File: config.mk
export PLATFORM = sky130hd
export DESIGN_NAME = pc_fetch_unit_flat
export DESIGN_NICKNAME = d
export VERILOG_FILES = /design/src/rtl/pc_fetch_unit_if.sv /design/src/rtl/pc_fetch_unit.sv /design/src/flat_wrapper.sv
export SDC_FILE = /design/constraint.sdc
export NUM_CORES = 1
export LEC_CHECK = 0
export CORE_MARGIN = 4
export CORE_UTILIZATION = 41
export CTS_CLUSTER_SIZE = 14
export DETAILED_ROUTE_END_ITERATION = 6
export PLACE_DENSITY_LB_ADDON = 0.2
export SYNTH_ARGS = -nofsm -noshare
export SYNTH_HDL_FRONTEND = slang
export SYNTH_SLANG_ARGS = --single-unit
File: constraint.sdc
create_clock -name clk -period 3.25 [get_ports clk]
set_input_delay 0.325 -clock clk [delete_from_list [all_inputs] [get_ports clk]]
set_output_delay 0.325 -clock clk [all_outputs]
set_load 0.02 [all_outputs]
File: src/rtl/pc_fetch_unit_if.sv
// pc_fetch_unit_if: bundles the adder, decode-side redirect and instruction-memory
// signals of the fetch stage; master is the fetch unit, slave is its environment.
interface pc_fetch_unit_if;
  logic [31:0] add_pc;
  logic [31:0] add_num;
  logic [31:0] add_result;

  logic        stall;
  logic        redirect;
  logic [1:0]  npc_sel;
  logic [15:0] br_offset;
  logic [25:0] j_index;
  logic [31:0] jr_target;
  logic        exc_req;
  logic        eret_req;
  logic [31:0] epc;

  logic        imem_req;
  logic [31:0] imem_addr;
  logic        imem_ready;
  logic [31:0] imem_rdata;

  logic [31:0] instr_out;
  logic [31:0] instr_pc;
  logic        instr_valid;

  modport master (
    output add_pc, add_num, imem_req, imem_addr, instr_out, instr_pc, instr_valid,
    input  add_result, stall, redirect, npc_sel, br_offset, j_index, jr_target,
           exc_req, eret_req, epc, imem_ready, imem_rdata
  );

  modport slave (
    input  add_pc, add_num, imem_req, imem_addr, instr_out, instr_pc, instr_valid,
    output add_result, stall, redirect, npc_sel, br_offset, j_index, jr_target,
           exc_req, eret_req, epc, imem_ready, imem_rdata
  );
endinterface

File: src/rtl/pc_fetch_unit.sv
// pc_fetch_unit: program counter plus single-outstanding instruction fetch.
// Holds at most one word for decode and discards responses made stale by redirects.
module pc_fetch_unit #(
  parameter logic [31:0] RESET_PC   = 32'h0000_3000,
  parameter logic [31:0] EXC_VECTOR = 32'h0000_4180
) (
  input logic             clk,
  input logic             reset,
  pc_fetch_unit_if.master bus
);

  typedef enum logic [1:0] {IDLE, FETCH, WAIT, DROP} state_e;

  state_e      state_q, state_d;
  logic [31:0] pc_q, pc_d;
  logic [31:0] addrHold_q, addrHold_d;
  logic [31:0] instrOut_q, instrOut_d;
  logic [31:0] instrPc_q, instrPc_d;
  logic        instrValid_q, instrValid_d;

  logic        canAccept;
  logic        imemReq;
  logic        redirValid;
  logic        redirTaken;
  logic        capture;
  logic [31:0] instrPcPlus4;
  logic [31:0] brOffsetExt;
  logic [31:0] redirTarget;

  // Exception beats eret, which beats any decode redirect; npc_sel=00 is no redirect.
  always_comb begin
    instrPcPlus4 = instrPc_q + 32'd4;
    brOffsetExt  = {{14{bus.br_offset[15]}}, bus.br_offset, 2'b00};
    redirValid   = bus.exc_req | bus.eret_req | (bus.redirect & (bus.npc_sel != 2'b00));
    if (bus.exc_req) begin
      redirTarget = EXC_VECTOR;
    end else if (bus.eret_req) begin
      redirTarget = bus.epc;
    end else begin
      unique case (bus.npc_sel)
        2'b10:   redirTarget = {instrPcPlus4[31:28], bus.j_index, 2'b00};
        2'b11:   redirTarget = {bus.jr_target[31:2], 2'b00};
        default: redirTarget = instrPcPlus4 + brOffsetExt;
      endcase
    end
  end

  assign redirTaken = redirValid & (state_q != IDLE);
  assign canAccept  = !instrValid_q | !bus.stall;
  assign imemReq    = ((state_q == FETCH) & canAccept) | (state_q == WAIT) | (state_q == DROP);

  assign bus.imem_req    = imemReq;
  assign bus.imem_addr   = ((state_q == WAIT) || (state_q == DROP)) ? addrHold_q : pc_q;
  assign bus.add_pc      = pc_q;
  assign bus.add_num     = 32'd4;
  assign bus.instr_out   = instrOut_q;
  assign bus.instr_pc    = instrPc_q;
  assign bus.instr_valid = instrValid_q;

  // In WAIT the PC still equals the held address, so capture can use pc_q/add_result
  // uniformly; DROP only ever waits out the stale response.
  always_comb begin
    state_d      = state_q;
    pc_d         = pc_q;
    addrHold_d   = addrHold_q;
    instrOut_d   = instrOut_q;
    instrPc_d    = instrPc_q;
    instrValid_d = instrValid_q;
    capture      = 1'b0;

    unique case (state_q)
      IDLE: state_d = FETCH;
      FETCH: begin
        if (imemReq && !bus.imem_ready) begin
          addrHold_d = pc_q;
          state_d    = redirTaken ? DROP : WAIT;
        end else if (imemReq && !redirTaken) begin
          capture = 1'b1;
        end
      end
      WAIT: begin
        if (bus.imem_ready) begin
          state_d = FETCH;
          capture = !redirTaken;
        end else if (redirTaken) begin
          state_d = DROP;
        end
      end
      DROP: begin
        if (bus.imem_ready) begin
          state_d = FETCH;
        end
      end
      default: state_d = IDLE;
    endcase

    if (redirTaken) begin
      pc_d         = redirTarget;
      instrValid_d = 1'b0;
    end else if (capture) begin
      instrOut_d   = bus.imem_rdata;
      instrPc_d    = pc_q;
      instrValid_d = 1'b1;
      pc_d         = bus.add_result;
    end else if (instrValid_q && !bus.stall) begin
      instrValid_d = 1'b0;
    end
  end

  always_ff @(posedge clk or negedge reset) begin
    if (!reset) begin
      state_q      <= IDLE;
      pc_q         <= RESET_PC;
      addrHold_q   <= 32'd0;
      instrOut_q   <= 32'd0;
      instrPc_q    <= 32'd0;
      instrValid_q <= 1'b0;
    end else begin
      state_q      <= state_d;
      pc_q         <= pc_d;
      addrHold_q   <= addrHold_d;
      instrOut_q   <= instrOut_d;
      instrPc_q    <= instrPc_d;
      instrValid_q <= instrValid_d;
    end
  end

endmodule

File: src/flat_wrapper.sv
// flat-port wrapper written by rule: the top's interface ports become plain ports
module pc_fetch_unit_flat 
#(
  parameter logic [31:0] RESET_PC   = 32'h0000_3000,
  parameter logic [31:0] EXC_VECTOR = 32'h0000_4180
)
  (clk, reset, bus_add_pc, bus_add_num, bus_imem_req, bus_imem_addr, bus_instr_out, bus_instr_pc, bus_instr_valid, bus_add_result, bus_stall, bus_redirect, bus_npc_sel, bus_br_offset, bus_j_index, bus_jr_target, bus_exc_req, bus_eret_req, bus_epc, bus_imem_ready, bus_imem_rdata);
  pc_fetch_unit_if bus_i ();
  input logic clk;
  input logic reset;
  output wire logic [$bits(bus_i.add_pc)-1:0] bus_add_pc;
  output wire logic [$bits(bus_i.add_num)-1:0] bus_add_num;
  output wire logic [$bits(bus_i.imem_req)-1:0] bus_imem_req;
  output wire logic [$bits(bus_i.imem_addr)-1:0] bus_imem_addr;
  output wire logic [$bits(bus_i.instr_out)-1:0] bus_instr_out;
  output wire logic [$bits(bus_i.instr_pc)-1:0] bus_instr_pc;
  output wire logic [$bits(bus_i.instr_valid)-1:0] bus_instr_valid;
  input wire logic [$bits(bus_i.add_result)-1:0] bus_add_result;
  input wire logic [$bits(bus_i.stall)-1:0] bus_stall;
  input wire logic [$bits(bus_i.redirect)-1:0] bus_redirect;
  input wire logic [$bits(bus_i.npc_sel)-1:0] bus_npc_sel;
  input wire logic [$bits(bus_i.br_offset)-1:0] bus_br_offset;
  input wire logic [$bits(bus_i.j_index)-1:0] bus_j_index;
  input wire logic [$bits(bus_i.jr_target)-1:0] bus_jr_target;
  input wire logic [$bits(bus_i.exc_req)-1:0] bus_exc_req;
  input wire logic [$bits(bus_i.eret_req)-1:0] bus_eret_req;
  input wire logic [$bits(bus_i.epc)-1:0] bus_epc;
  input wire logic [$bits(bus_i.imem_ready)-1:0] bus_imem_ready;
  input wire logic [$bits(bus_i.imem_rdata)-1:0] bus_imem_rdata;
  assign bus_add_pc = bus_i.add_pc;
  assign bus_add_num = bus_i.add_num;
  assign bus_imem_req = bus_i.imem_req;
  assign bus_imem_addr = bus_i.imem_addr;
  assign bus_instr_out = bus_i.instr_out;
  assign bus_instr_pc = bus_i.instr_pc;
  assign bus_instr_valid = bus_i.instr_valid;
  assign bus_i.add_result = bus_add_result;
  assign bus_i.stall = bus_stall;
  assign bus_i.redirect = bus_redirect;
  assign bus_i.npc_sel = bus_npc_sel;
  assign bus_i.br_offset = bus_br_offset;
  assign bus_i.j_index = bus_j_index;
  assign bus_i.jr_target = bus_jr_target;
  assign bus_i.exc_req = bus_exc_req;
  assign bus_i.eret_req = bus_eret_req;
  assign bus_i.epc = bus_epc;
  assign bus_i.imem_ready = bus_imem_ready;
  assign bus_i.imem_rdata = bus_imem_rdata;
  pc_fetch_unit #(.RESET_PC(RESET_PC), .EXC_VECTOR(EXC_VECTOR)) u_core (.clk(clk), .reset(reset), .bus(bus_i));
endmodule
==> impl_metrics.csv <==
group,metric,value,unit
yosys,yosys-top-cells-count,"nand2_1 (261), dfrtp_1 (129), mux2_2 (67)",
clock_tree,htree_levels,4,
power_and_ir_drop,p_int,7.55,mW
sta,finClkSkew,12.7,ps
sta,drv_slew,0,
power_and_ir_drop,p_seq_share,22.2,%
yosys,ys_warn_count,0,
status,status,"finished, violations left",
sta,grt_setup_unrepaired,"yes",
yosys,syn_inst,1070,
global_route,grt_max_degree,98,
global_route,antenna_found_initial,0,
floorplanning,ios,341,
floorplanning,initial_core_util,41.9,%
min_path,hp-class,"input port to register",
power_and_ir_drop,p_per_area,935,mW/mm2
sta,setup_violations,9,
clock_tree,root_buffer,"clkbuf_16",
placement,gp_congestion,0.952,
setup_path,crit_slowest_cell,"or4_4",
clock_tree,cts_tree,"built",
placement,dpl.hpwl,27200,um
finish,syn2layout_area_growth,57.1,%
yosys,synth-edff-count,0,
sta,worst-slew-pin-transition,852,ps
yosys,ys_seq_area_share,35.8,%
power_and_ir_drop,power_switching,5.93,mW
floorplanning,die_h,158,um
flow_run,drv_cap,0,
routing,first_pass_iters,5,
floorplanning,core.rowCount,54,
yosys,synth_area,0.00918,mm2
routing,drtIter0Drc,600,
routing,finalWirelength,36100,um
sta,worst_slew_margin_rel,43.0,%
clock_tree,clkSlewWorstSetupHoldPaths,70,ps
setup_path,critPathRequiredTime,3550,ps
routing,route.detailed.drc,0,
power_and_ir_drop,clockPowerShare,14.9,%
floorplanning,die_area,0.0248,mm2
sta,report.final.hold_viol_count,0,
placement,dpl_worst_slack,-276,ps
yosys,netlist_top_cells_area,"dfrtp_1 (35%), nand2_1 (11%), mux2_2 (8.2%)",
yosys,synth_ff_type,"dfrtp_1",
power_and_ir_drop,vdd_ir_drop_max,0.526,mV
setup_path,crit_path_max_incr_delay,440,ps
setup_path,path_class,"register to register",
floorplanning,die_w,158,um
setup_path,end_kind,"register",
status,violations,"negative setup slack",
routing,vias_per_cell,5.39,
power_and_ir_drop,total_power,13.5,mW
finish,fillerInstances,1849,
setup_path,path_cells,"and4_4, buf_6, and2_4, nand3_4, xnor2_2, ha_1, a21o_1, a311o_1, a221oi_4, nor3_2, or4_4, xnor2_2, o311ai_1, a21oi_1",
setup_path,path_common_cell,"xnor2_2",
global_route,grt_pass1_vias,9665,
yosys,ys_async_sr_fraction,100,%
power_and_ir_drop,p_comb_share,62.9,%
clock_tree,cts.path.max_buffers,2,
sta,max_freq,295,MHz
setup_path,cp-start-kind,"register",
placement,io_buffer_count,306,
clock_tree,clk-insertion-delay-late,430,ps
yosys,synth_seq_cells,131,
clock_tree,cts_buffers,17,
yosys,yosysMostFrequentCell,"nand2_1",
setup_path,arrival,3690,ps
routing,antenna_left,0,
yosys,yosys.area.top_type,"dfrtp_1",
yosys,synth_cell_type_count,72,
power_and_ir_drop,p_sw_share,44.0,%
yosys,synth_top_area_share,35.2,%
sta,final.period_utilization,104,%
finish,drive_above_1_share,22.4,%
sta,hold_slack,411,ps
sta,setup_ws,-140,ps
clock_tree,cts.sinks,131,
setup_path,critPathMaxFanout,3,
global_route,grtUsageTotal,28.0,%
power_and_ir_drop,p_leak,6.56,nW
sta,fin_crit,3390,ps
floorplanning,core,0.0219,mm2
finish,finish.net_count,1688,
routing,wl_per_cell,20.5,um
yosys,syn_avg_cell_area,8.57,um2
routing,via_count,9511,
global_route,overflow,0,
global_route,grt_pass1_wl,53400,um
==> worst max-delay path: cells and delay by family, from the launching register on <==
kind | cells | cell delay [ps]
fa+ha+maj | 1 | 290
flops | 1 | 360
xor+xnor | 2 | 270
simple gates | 5 | 1020
buf+inv | 1 | 110
compound gates | 5 | 1220
==> sequential cells by signal, indices dropped and copies added, names as in the netlist <==
signal                  cells
u_core.addrHold_q          32
u_core.bus.add_pc          32
u_core.bus.instr_pc        32
u_core.state_q              2
u_core.bus.instr_out       32
u_core.bus.instr_valid      1
==> cell type report <==
class	instances	area (um2)	area share (%)
inverter	27	101	0.703
tap	280	350	2.43
sequential	131	3300	22.9
timing repair buffer	443	4170	29.0
clock buffer	17	425	2.95
antenna	1	2.50	0.0174
clock inverter	15	188	1.30
multi-input combinational	849	5880	40.8
==> metal layers <==
layer	part of all wire, %	up-vias	GRT usage (%)
met5	0	-	0
li1	-	4492	-
met4	4.3	0	12.2
met3	8.7	75	7.76
met1	39	4507	32.9
met2	48	437	48.0
==> power by group through the flow <==
stage | clock [mW] | sequential [mW] | combinational (mW)
floorplan | 0 | 3.52 | 3.73
global placement | 0 | 2.98 | 7.85
detailed placement | 0 | 3.01 | 7.93
CTS | 2.04 | 2.99 | 8.11
global route | 2.11 | 3.10 | 9.11
finish | 2.01 | 3.00 | 8.47
==> timing repair <==
action,in CTS,in global routing
pin swaps,19,30
endpoints found under the setup margin,12,18
hold buffers,1,0
endpoints found under the hold margin,66,0
buffers inserted,9,11
resized for setup,30,58
==> cell usage in the layout, fill, tap and decap left out, drive strengths merged, types with 36 or more instances in the layout <==
master,count
clkdlybuf4s50,303
nand2,261
dfrtp,129
mux2,67
buf,139
mux2i,36
a21oi,61
xnor2,41
ha,39
o21ai,46
==> kinds of logic after synthesis <==
family / Yosys count / share of synthesized area [%]
buf+inv: 120 / 6.26
compound gates: 227 / 16.4
xor+xnor: 51 / 4.87
mux: 103 / 12.2
flops: 131 / 35.8
simple gates: 396 / 18.9
fa+ha+maj: 40 / 5.54
other cells: 2 / 0.0819
==> path summary, 6_finish.rpt <==
| kind | start | endpoint | slack (ps) | depth (start not counted) |
|---|---|---|---|---|
| worst max-delay path | u_core.bus.instr_pc[7]$_DFFE_PN0P_ | u_core.bus.add_pc[19]$_DFFE_PN0P_ | -140 | 14 |
| worst min-delay path | bus_imem_rdata[12] | u_core.bus.instr_out[12]$_DFFE_PN0P_ | 410 | 3 |
| worst max register to register | u_core.bus.instr_pc[7]$_DFFE_PN0P_ | u_core.bus.add_pc[19]$_DFFE_PN0P_ | -140 | 14 |
| worst min register to register | u_core.bus.instr_out[14]$_DFFE_PN0P_ | u_core.bus.instr_out[14]$_DFFE_PN0P_ | 480 | 2 |
| max in group asynchronous | reset | u_core.bus.add_pc[12]$_DFFE_PN1P_ | 1930 | 3 |
| min in group asynchronous | reset | u_core.addrHold_q[26]$_DFFE_PN0P_ | 470 | 2 |
==> metrics by stage <==
stage               utilization [%]  TNS, ps  std cells  cell area (um2)
finish                         65.9     -484       1763            14400
global route                   65.8    -2620       1762            14400
CTS                            64.1     -218       1751            14000
detailed placement             60.3    -1640       1709            13200
global placement               60.3    -1080       1709            13200
floorplan                         -     -384       1100             9360
(Power assumes the default switching activity.)
